## src/rtl/bcd_counter_chain_if.sv

```systemverilog
// Bus bundle for the multi-digit BCD counter: control and load inputs
// flow from the master (game logic) to the slave (counter). The count
// and status flags flow back.
interface bcd_counter_chain_if #(
  parameter int NUM_DIGITS = 4
);
  localparam int W = 4 * NUM_DIGITS;

  logic         loadN;
  logic         clear;
  logic         ena;
  logic         ena_cnt;
  logic         countDownMode;
  logic         saturate;
  logic [W-1:0] datain;
  logic [W-1:0] count;
  logic         tc;
  logic         wrap_pulse;
  logic         at_limit;

  modport master (
    output loadN, clear, ena, ena_cnt, countDownMode, saturate, datain,
    input  count, tc, wrap_pulse, at_limit
  );

  modport slave (
    input  loadN, clear, ena, ena_cnt, countDownMode, saturate, datain,
    output count, tc, wrap_pulse, at_limit
  );
endinterface

```

## src/rtl/bcd_counter_chain.sv

```systemverilog
// Multi-digit BCD up/down counter with parallel load, synchronous clear,
// and wrap or saturate behaviour at the limit. The whole carry/borrow chain
// is resolved combinationally, so every digit updates on the same edge.
// Nibble 0 is the least significant digit.
module bcd_counter_chain #(
  parameter int                      NUM_DIGITS = 4,
  parameter logic [4*NUM_DIGITS-1:0] INIT_VALUE = '0
) (
  input  logic                clk,
  input  logic                resetN,
  bcd_counter_chain_if.slave  bus
);
  localparam int W = 4 * NUM_DIGITS;

  logic [W-1:0] count_q, count_d;
  logic         wrapPulse_q, wrapPulse_d;
  logic         atLimit_q, atLimit_d;
  logic [W-1:0] stepped;
  logic         allNine;
  logic         allZero;
  logic         tc;
  logic         stepReq;

  // Next value for one step in the current direction. A single running
  // carry/borrow walks from digit 0 upwards. An illegal digit counts as
  // "full" going up (becomes 0 and carries). Going down, it becomes 9
  // and stops the borrow.
  always_comb begin
    logic chain;
    stepped = count_q;
    chain   = 1'b1;
    for (int i = 0; i < NUM_DIGITS; i++) begin
      if (chain) begin
        if (bus.countDownMode) begin
          if (count_q[4*i +: 4] == 4'd0) begin
            stepped[4*i +: 4] = 4'd9;
          end else if (count_q[4*i +: 4] > 4'd9) begin
            stepped[4*i +: 4] = 4'd9;
            chain = 1'b0;
          end else begin
            stepped[4*i +: 4] = count_q[4*i +: 4] - 4'd1;
            chain = 1'b0;
          end
        end else begin
          if (count_q[4*i +: 4] >= 4'd9) begin
            stepped[4*i +: 4] = 4'd0;
          end else begin
            stepped[4*i +: 4] = count_q[4*i +: 4] + 4'd1;
            chain = 1'b0;
          end
        end
      end
    end
  end

  // Terminal-count detection. An illegal nibble is neither 9 nor 0, so it
  // can never raise tc.
  always_comb begin
    allNine = 1'b1;
    for (int i = 0; i < NUM_DIGITS; i++) begin
      if (count_q[4*i +: 4] != 4'd9) allNine = 1'b0;
    end
    allZero = (count_q == '0);
    tc      = bus.countDownMode ? allZero : allNine;
  end

  assign stepReq = bus.ena && bus.ena_cnt;

  // Priority of load, then clear, then step, then hold. Load and clear
  // bypass ena and drop both flags. A step at the limit either wraps
  // (pulse) or holds (at_limit). A plain hold keeps at_limit unchanged.
  always_comb begin
    count_d     = count_q;
    wrapPulse_d = 1'b0;
    atLimit_d   = atLimit_q;
    if (!bus.loadN) begin
      count_d   = bus.datain;
      atLimit_d = 1'b0;
    end else if (bus.clear) begin
      count_d   = '0;
      atLimit_d = 1'b0;
    end else if (stepReq) begin
      if (tc && bus.saturate) begin
        atLimit_d = 1'b1;
      end else begin
        count_d     = stepped;
        wrapPulse_d = tc;
        atLimit_d   = 1'b0;
      end
    end
  end

  // State registers. An asynchronous reset abandons any step in progress
  // and returns to the configured start value.
  always_ff @(posedge clk or negedge resetN) begin
    if (!resetN) begin
      count_q     <= INIT_VALUE;
      wrapPulse_q <= 1'b0;
      atLimit_q   <= 1'b0;
    end else begin
      count_q     <= count_d;
      wrapPulse_q <= wrapPulse_d;
      atLimit_q   <= atLimit_d;
    end
  end

  assign bus.count      = count_q;
  assign bus.tc         = tc;
  assign bus.wrap_pulse = wrapPulse_q;
  assign bus.at_limit   = atLimit_q;
endmodule

```

## src/flat_wrapper.sv

```systemverilog
// flat-port wrapper written by rule: the top's interface ports become plain ports
module bcd_counter_chain_flat 
#(
  parameter int                      NUM_DIGITS = 4,
  parameter logic [4*NUM_DIGITS-1:0] INIT_VALUE = '0
)
  (clk, resetN, bus_loadN, bus_clear, bus_ena, bus_ena_cnt, bus_countDownMode, bus_saturate, bus_datain, bus_count, bus_tc, bus_wrap_pulse, bus_at_limit);
  bcd_counter_chain_if #(.NUM_DIGITS(NUM_DIGITS)) bus_i ();
  input  logic clk;
  input  logic resetN;
  input wire logic [$bits(bus_i.loadN)-1:0] bus_loadN;
  input wire logic [$bits(bus_i.clear)-1:0] bus_clear;
  input wire logic [$bits(bus_i.ena)-1:0] bus_ena;
  input wire logic [$bits(bus_i.ena_cnt)-1:0] bus_ena_cnt;
  input wire logic [$bits(bus_i.countDownMode)-1:0] bus_countDownMode;
  input wire logic [$bits(bus_i.saturate)-1:0] bus_saturate;
  input wire logic [$bits(bus_i.datain)-1:0] bus_datain;
  output wire logic [$bits(bus_i.count)-1:0] bus_count;
  output wire logic [$bits(bus_i.tc)-1:0] bus_tc;
  output wire logic [$bits(bus_i.wrap_pulse)-1:0] bus_wrap_pulse;
  output wire logic [$bits(bus_i.at_limit)-1:0] bus_at_limit;
  assign bus_i.loadN = bus_loadN;
  assign bus_i.clear = bus_clear;
  assign bus_i.ena = bus_ena;
  assign bus_i.ena_cnt = bus_ena_cnt;
  assign bus_i.countDownMode = bus_countDownMode;
  assign bus_i.saturate = bus_saturate;
  assign bus_i.datain = bus_datain;
  assign bus_count = bus_i.count;
  assign bus_tc = bus_i.tc;
  assign bus_wrap_pulse = bus_i.wrap_pulse;
  assign bus_at_limit = bus_i.at_limit;
  bcd_counter_chain #(.NUM_DIGITS(NUM_DIGITS), .INIT_VALUE(INIT_VALUE)) u_core (.clk(clk), .resetN(resetN), .bus(bus_i));
endmodule
```

## config.mk

```make
export PLATFORM = sky130hd
export DESIGN_NAME = bcd_counter_chain_flat
export DESIGN_NICKNAME = d
export VERILOG_FILES = /design/src/rtl/bcd_counter_chain_if.sv /design/src/rtl/bcd_counter_chain.sv /design/src/flat_wrapper.sv
export SDC_FILE = /design/constraint.sdc
export NUM_CORES = 1
export LEC_CHECK = 0
export ABC_AREA = 1
export CAP_MARGIN = 10
export CORE_MARGIN = 2
export CORE_UTILIZATION = 35
export DETAILED_ROUTE_END_ITERATION = 12
export GPL_ROUTABILITY_DRIVEN = 1
export SLEW_MARGIN = 20
export SYNTH_ARGS = -nofsm -noshare
export SYNTH_HDL_FRONTEND = slang
export SYNTH_SLANG_ARGS = --single-unit
```

## constraint.sdc

```tcl
create_clock -name clk -period 1.67 [get_ports clk]
set_input_delay 0.334 -clock clk [delete_from_list [all_inputs] [get_ports clk]]
set_output_delay 0.334 -clock clk [all_outputs]
set_load 0.02 [all_outputs]
```

# Word-level counts from Yosys, hierarchy flattened
# Cells that the tools add are included.
[totals]
register_bits = 18
out_inout_bits = 19
[op_classes]
add_sub_neg = 8
magnitude_cmp = 8
n_eq_ne = 9
muxes = 47
reduce_logical = 11
[ops]
columns = ["cell", "n"]
rows = [
  ["two-way mux 4 bit", 19],
  ["two-way mux 16 bit", 4],
  ["two-way mux 1 bit", 24],
  ["adder 4 x 1 -> 4 bit, second input constant", 4],
  ["greater-or-equal comparator 4 bit, second input constant", 4],
  ["> comparator 4 bit, second input constant", 4],
  ["logical NOT 16 bit", 1],
  ["logical NOT 4 bit", 4],
  ["!= test 4 bit, second input constant", 4],
  ["subtractor 4 x 1 -> 4 bit, second input constant", 4],
  ["!= test 3 x 1 -> 1 bit, second input constant", 4],
  ["AND reduction 3 bit", 3],
  ["!= test 3 bit, second input constant", 1],
  ["logical AND 1 bit", 2],
  ["AND reduction 2 bit", 1],
]

# Logic depth before layout (Yosys ltp)
# Gate-level depths: netlist of run 1.
[logic_depth]
depth_word = 11
ltp_mapped = 12
depth_no_buf = 12

# Worst setup path after synthesis of run 1
# Ideal clock, no wire load.
[synth_path]
kind = "reg2out"
from = "reg u_core.count_q[0] (netlist: u_core.bus.count[0])"
to = "out bus_tc"
t_arrival_ps = 1494
path_slack_ps = -158
stages_incl_launch_ff = 7
path_cell_list = "dfrtp_1 -> inv_1 -> ha_1 -> nand2_1 -> nor2_1 -> or3b_1 -> nand2_1"
[synth_via]
elab_chain_cells = 6
elab_cells_between_ends = 7
classes_between = "1 x eq/ne; 5 x mux; 1 x reduce/logical"
[synth_lines]
columns = ["element", "line", "text"]
rows = [
  ["from (decl)", "bcd_counter_chain.sv:15", "logic [W-1:0] count_q, count_d;"],
  ["from (signal assigned)", "bcd_counter_chain.sv:101", "count_q <= count_d;"],
  ["!= test 4 bit", "bcd_counter_chain.sv:61", "if (count_q[4*i +: 4] != 4'd9) allNine = 1'b0;"],
  ["two-way mux 1 bit (4 in series)", "bcd_counter_chain.sv:61", ""],
  ["two-way mux 1 bit (*)", "bcd_counter_chain.sv:64", "tc = bus.countDownMode ? allZero : allNine;"],
  ["to (decl)", "flat_wrapper.sv:19", "output wire logic [$bits(bus_i.tc)-1:0] bus_tc;"],
]
# Mark *: on every way between the ends. The rest lies on a longest branch, timed or not.

# Worst setup path in the final report of run 1
[layout_path]
from = "reg u_core.count_q[9] (netlist: u_core.bus.count[9])"
to = "out bus_tc"
[layout_via]
elab_chain_cells = 4
elab_cells_between_ends = 5
classes_between = "1 x eq/ne; 3 x mux; 1 x reduce/logical"
[layout_lines]
columns = ["element", "line"]
rows = [
  ["!= test 4 bit", "bcd_counter_chain.sv:61"],
  ["two-way mux 1 bit (2 in series)", "bcd_counter_chain.sv:61"],
  ["two-way mux 1 bit (*)", "bcd_counter_chain.sv:64"],
]
# Marks and branches as above.

==> results of run 1 <==
-- final cells by class --
cell class              count  area, um2
fillers                   503       2200
multi-input cells         243       1440
repair buffers             98        826
flip-flops and latches     18        462
inverters                  26        106
well taps                  70       87.6
clock buffers               4       55.1
-- layer usage --
layer | share of wire, % | vias to the layer above
met1 | 50 | 932
met4 | 1.5 | 0
met2 | 46 | 35
met5 | 0 | -
li1 | - | 1130
met3 | 2.7 | 8
-- cell usage after synthesis --
cell type    n  area, um2
nand2_2      2       12.5
nor2_1      22       82.6
inv_2        6       22.5
nand4_1      3       18.8
nor2_4       2       22.5
clkbuf_1     1       3.75
ha_1        14        175
nand3_4      1       17.5
nor2_2       2       12.5
nand3_1     29        145
o21ai_0     15       75.1
dfrtp_1     18        450
or3b_1       1       8.76
xor2_1       8       70.1
inv_4        1       6.26
nand2_4      1       11.3
inv_1       19       71.3
nand3_2      5       50.1
nand4_2      1       12.5
o21bai_1     1       7.51
o21ai_2      1       8.76
buf_4        2       15.0
buf_6        3       33.8
a21oi_1     13       65.1
nand2_8      1       20.0
xnor2_1      1       8.76
nand2_1    118        443
buf_2        3       15.0
or2_2        1       6.26
-- worst register-to-register path, stage by stage (launching register included) --
cell and delay (ns):
dfrtp_2 0.41, inv_2 0.08, buf_4 0.12, ha_4 0.14, nand3_4 0.08, nor2_4 0.15
nand3_4 0.09, buf_4 0.14, nand2_2 0.06, nand2_4 0.10, nand2_8 0.12, inv_4 0.06
nand2_1 0.07, nand2_1 0.04
-- power groups by stage --
| stage | Sequential (W) | Combinational (W) | Clock [W] |
|---|---|---|---|
| finish | 0.000572 | 0.00171 | 0.000379 |
| global route | 0.000586 | 0.00190 | 0.000404 |
| CTS | 0.000572 | 0.00166 | 0.000394 |
| detailed placement | 0.000578 | 0.00159 | 0 |
| global placement | 0.000575 | 0.00159 | 0 |
| floorplan | 0.000741 | 0.000764 | 0 |
-- kinds of logic (layout without fill, tap and decap cells) --
family | Yosys count | count (layout) | share of synthesized area (%)
adder cells (fa/ha/maj) | 14 | 14 | 9.26
flip-flops | 18 | 18 | 23.8
AND/OR/NAND/NOR | 189 | 190 | 45.6
buffers and inverters | 35 | 128 | 8.86
AO/OA/AOI/OAI | 30 | 30 | 8.27
XOR/XNOR | 9 | 9 | 4.17
-- per-stage QoR --
| stage | utilization [%] | setup TNS (ns) |
|---|---|---|
| floorplan | - | -0.0329 |
| global placement | 53.0 | -7.45 |
| detailed placement | 53.0 | -7.96 |
| CTS | 56.1 | -2.53 |
| global route | 57.5 | -4.09 |
| finish | 57.5 | -1.96 |
-- worst max-delay path by stage --
stage	cells after the start	slack, ns	to
2_1_floorplan	6	-0.03	bus_tc
3_3_place_gp	5	-0.71	bus_tc
3_5_place_dp	5	-0.73	bus_tc
4_1_cts	7	-0.31	bus_tc
5_1_grt	7	-0.36	bus_tc
6_report	7	-0.30	bus_tc
-- registers in the layout, indices dropped and copies added (netlist names) --
register	flops
u_core.bus.at_limit	1
u_core.bus.count	16
u_core.bus.wrap_pulse	1
-- what timing repair did --
item | 4_1_cts | 5_1_grt
setup buffers | 3 | 3
gates resized for setup | 42 | 15
cloned | 1 | 0
hold buffers | 0 | 0
endpoints found under the setup margin | 34 | 18
pin swaps | 5 | 5
hold endpoints to repair | 0 | 0
==> metrics.cfg, run 1 <==
[placed_design]
hpwl_um = 4080
numPlacedInstances = 448
portBuffers = 42
gp_congestion = 0.810
preCtsSetupSlack_ns = -0.731
dpl_cell_area_um2 = 2740

[die]
rows = 26
dieArea_um2 = 6010
die_h_um = 77.5
core_area_um2 = 5170
die_w_um = 77.5
ios = 43
initial_core_util_pct = 36.6

[grt]
grt-busiest-layer = met2
use_met3_pct = 2.21
use_met2_pct = 30.4
antenna_found_initial = 0
met1_usage_pct = 26.5
grt_first_pass_wirelength_um = 9210
grt_max_degree = 19
grt_pass1_vias = 1983
track_usage_pct = 18.9
grt-ovfl-total = 0

[status]
violations = negative setup slack
outcome = complete, but fails checks

[synth]
netlist-cell-type-count = 29
synth.cell_area_um2 = 1890
ys_warn_count = 0
syn-num-nets = 333
syn_inst = 295
syn_avg_cell_area_um2 = 6.41
synth_seq_area_share_pct = 23.8
ys_seq_elements = 18

[power_and_ir_drop]
power_per_cell_area_nw_per_um2 = 893
seqPwrFrac_pct = 21.5
p_clk_share_pct = 14.3
combPwrFrac_pct = 64.2
p_switching_w = 0.00115
swShare_pct = 43.3
power.total_w = 0.00266
cellLeakagePower_nw = 1.54
peakVddDrop_mv = 0.412
intPower_w = 0.00151

[setup_path]
crit_family = simple AND/OR/NAND/NOR gates
crit_fanout = 2
r2r_start = u_core.bus.count[1]$_DFFE_PN0P_
critPathMaxStageDelay_ns = 0.41
path_buf_inv = 2
cp_data_arrival_time_ns = 1.63
critPathLaunch = u_core.bus.count[9]$_DFFE_PN0P_
rrSetupSlack_ns = -0.11
reg2regPathDepth = 13
reg2reg_to = u_core.bus.count[3]$_DFFE_PN0P_
crit_path_cell_trace = inv_2 > ha_4 > nand2_4 > nor2_4 > or3b_4 > nand2_4 > buf_6
cp.required_ns = 1.34
critical_path_class = reg -> out
critPathSlowestCell = dfrtp_2
start_kind = flip-flop
cp-end-kind = output port
cp_common_cell = nand2_4

[cts]
cts_buffers = 3
clk_pin_slew_ns = 0.08
clkLatencyLatePin_ns = 0.26
numClockSinks = 18
htreeDepth = 1
cts-root-buf = clkbuf_8
cts_buffer_depth = 2
cts_tree = built

[route]
drt-initial-drc-count = 103
ant_nets = 0
wl_um = 5370
drc_errors = 0
dr.pass1.iters = 4
post_drt_wl_per_cell_um = 11.7
via_per_inst = 4.59
num_vias = 2105

[cells_and_area]
layout_commonest_cell = nand2_1
postLayoutCellArea_um2 = 2980
fin_nets = 428
layoutNonFillerInstCount = 459
drive_gt1_share_pct = 30.8
syn2layout_area_growth_pct = 57.3
insertedDiodeCount = 0
final_cell_mix = nand2_1 (114), buf_4 (55), nand3_1 (27)

[timing]
skew_ns = 0.00270
maxSlewViolCount = 0
min_period_ns = 1.97
hold_violations = 0
fmax_mhz = 509
finalCritPeriodShare_pct = 118
setup_viol = 18
slew_headroom_pct = 71.1
hold_slack_ns = 0.401
worst_pin_slew_ns = 0.433
rsz0062_at_grt = yes
setup_ws_ns = -0.296

[flow_run]
maxCapViolCount = 0

[hold_path]
hold_path_class = in -> async

Power figures use the tool's default switching activity.
==> run 2: changes to the inputs <==
PLACE_DENSITY = 0.63   (was not set)
==> run 2 against run 1 <==
Routed wire length rose by 3.5%. Flip-flop and latch count is the same. Global-route usage is 0.44 points higher. Setup slack lost 0.023 ns. Largest cell class unchanged. Combinational power is essentially flat. The run still ends with negative setup slack left.
==> metrics.cfg, run 2 (synthesized netlist as in run 1, its figures left out) <==
[status]
outcome = complete, but fails checks
violations = negative setup slack

[flow_run]
maxCapViolCount = 0  ; unchanged

[setup_path]
cp_common_cell = nand2_4
rrSetupSlack_ns = -0.09  ; +0.02 ns
cp_data_arrival_time_ns = 1.66  ; +0.03 ns
critical_path_class = reg -> out
crit_fanout = 2  ; unchanged
crit_path_cell_trace = inv_2 > ha_4 > nand2_4 > nor2_4 > or3b_4 > nand2_4 > buf_6
cp-end-kind = output port
path_buf_inv = 2  ; unchanged
start_kind = flip-flop
critPathMaxStageDelay_ns = 0.41  ; about the same
critPathSlowestCell = dfrtp_2
cp.required_ns = 1.34  ; about the same
crit_family = simple AND/OR/NAND/NOR gates

[timing]
setup_viol = 18  ; unchanged
finalCritPeriodShare_pct = 119  ; +1.4 points
fmax_mhz = 503  ; -1.2%
hold_violations = 0  ; unchanged
rsz0062_at_grt = yes
hold_slack_ns = 0.402  ; +0.00130 ns
setup_ws_ns = -0.319  ; -0.0231 ns
min_period_ns = 1.99  ; +0.0231 ns
skew_ns = 0.00465  ; +0.00195 ns
worst_pin_slew_ns = 0.435  ; +0.00191 ns
maxSlewViolCount = 0  ; unchanged
slew_headroom_pct = 70.9  ; -0.13 points

[grt]
grt_max_degree = 19  ; unchanged
track_usage_pct = 19.3  ; +0.44 points
grt_pass1_vias = 2022  ; +2.0%
grt-ovfl-total = 0  ; unchanged
grt_first_pass_wirelength_um = 9450  ; +2.6%
antenna_found_initial = 0  ; unchanged

[cells_and_area]
final_cell_mix = nand2_1 (114), buf_4 (45), clkdlybuf4s50_1 (25)
layoutNonFillerInstCount = 452  ; -1.5%
layout_commonest_cell = nand2_1
syn2layout_area_growth_pct = 56.3
postLayoutCellArea_um2 = 2960  ; -0.63%
largest_reg_flops = 16  ; unchanged
post-route-util_pct = 57.2  ; -0.36 points
fin_nets = 421  ; -1.6%
drive_gt1_share_pct = 30.6  ; -0.22 points
insertedDiodeCount = 0  ; unchanged

[die]
die_w_um = 77.5  ; unchanged
rows = 26  ; unchanged
initial_core_util_pct = 36.6  ; unchanged
die_h_um = 77.5  ; unchanged
ios = 43  ; unchanged
dieArea_um2 = 6010  ; unchanged
core_area_um2 = 5170  ; unchanged

[route]
via_per_inst = 4.67  ; +1.9%
ant_nets = 0  ; unchanged
post_drt_wl_per_cell_um = 12.3  ; +5.1%
wl_um = 5550  ; +3.5%
drt-initial-drc-count = 115  ; +12%
dr.pass1.iters = 4  ; unchanged
drc_errors = 0  ; unchanged
num_vias = 2112  ; +0.33%

[placed_design]
hpwl_um = 4160  ; +1.9%
gp_congestion = 0.878  ; +8.3%
numPlacedInstances = 441  ; -1.6%
dpl_cell_area_um2 = 2690  ; -1.9%
portBuffers = 42  ; unchanged

[hold_path]
hold_path_class = in -> async

[cts]
cts_buffers = 3  ; unchanged
cts_buffer_depth = 2  ; unchanged
clk_pin_slew_ns = 0.08  ; about the same
numClockSinks = 18  ; unchanged
cts-root-buf = clkbuf_8
clkLatencyLatePin_ns = 0.26  ; about the same
cts_tree = built
htreeDepth = 1  ; unchanged

[power_and_ir_drop]
power_per_cell_area_nw_per_um2 = 889  ; -0.44%
power.total_w = 0.00263  ; -1.1%
peakVddDrop_mv = 0.366  ; -11%
cellLeakagePower_nw = 1.52  ; -1.7%

==> run 2: cell count changes in the layout (fill, tap and decap cells not counted), moves of 2 or more <==
cell	before	now
o21ai_1	4	1
nand3_1	27	24
o21ai_0	11	13
inv_1	10	12
inv_2	13	11
nand3_2	3	6
buf_6	2	5
ha_2	1	3
buf_4	55	45
==> run 2: stage by stage <==
step / setup WS (ns) / TNS, ns
final: -0.319 / -1.40
after detailed placement: -0.718 / -7.39
after floorplan: -0.0329 / -0.0329
after global placement: -0.716 / -7.06
after global routing: -0.385 / -3.73
after CTS: -0.310 / -2.06
==> run 2: timing repair <==
item                                    CTS  global route
hold buffers                              0             0
pin swaps                                 8             8
endpoints found under the setup margin   34            18
gates resized for setup                  42            20
gates cloned                              1             0
buffers inserted                          3             3
==> run 2: final timing paths <==
path	start	to	cells past startpoint
worst max-delay path	u_core.bus.count[0]$_DFFE_PN0P_	bus_tc	7
worst min-delay path	resetN	u_core.bus.count[1]$_DFFE_PN0P_	2
worst max register to register	u_core.bus.count[12]$_DFFE_PN0P_	u_core.bus.count[1]$_DFFE_PN0P_	12
worst min register to register	u_core.bus.at_limit$_DFFE_PN0P_	u_core.bus.at_limit$_DFFE_PN0P_	2
max in group asynchronous	resetN	u_core.bus.count[4]$_DFFE_PN0P_	2
min in group clk	u_core.bus.at_limit$_DFFE_PN0P_	u_core.bus.at_limit$_DFFE_PN0P_	2
==> run 2: layout make-up <==
class	instances	area, um2
clock buffer	4	55.1
fill	504	2210
inverter	26	106
multi-input combinational	243	1460
sequential	18	462
tap	70	87.6
timing repair buffer	91	785
==> run 2: layer usage <==
layer / GRT usage [%] / wire length, um / vias to the layer above
met2: 33.0 / 2720 / 47
met5: 0 / 0 / -
met3: 1.98 / 206 / 6
met4: 4.64 / 78 / 0
met1: 26.2 / 2550 / 949
li1: - / - / 1110
==> run 2: power by group <==
group	internal, W	switching, W
clock	0.000210	0.000167
combinational	0.000739	0.000940
sequential	0.000525	0.0000486
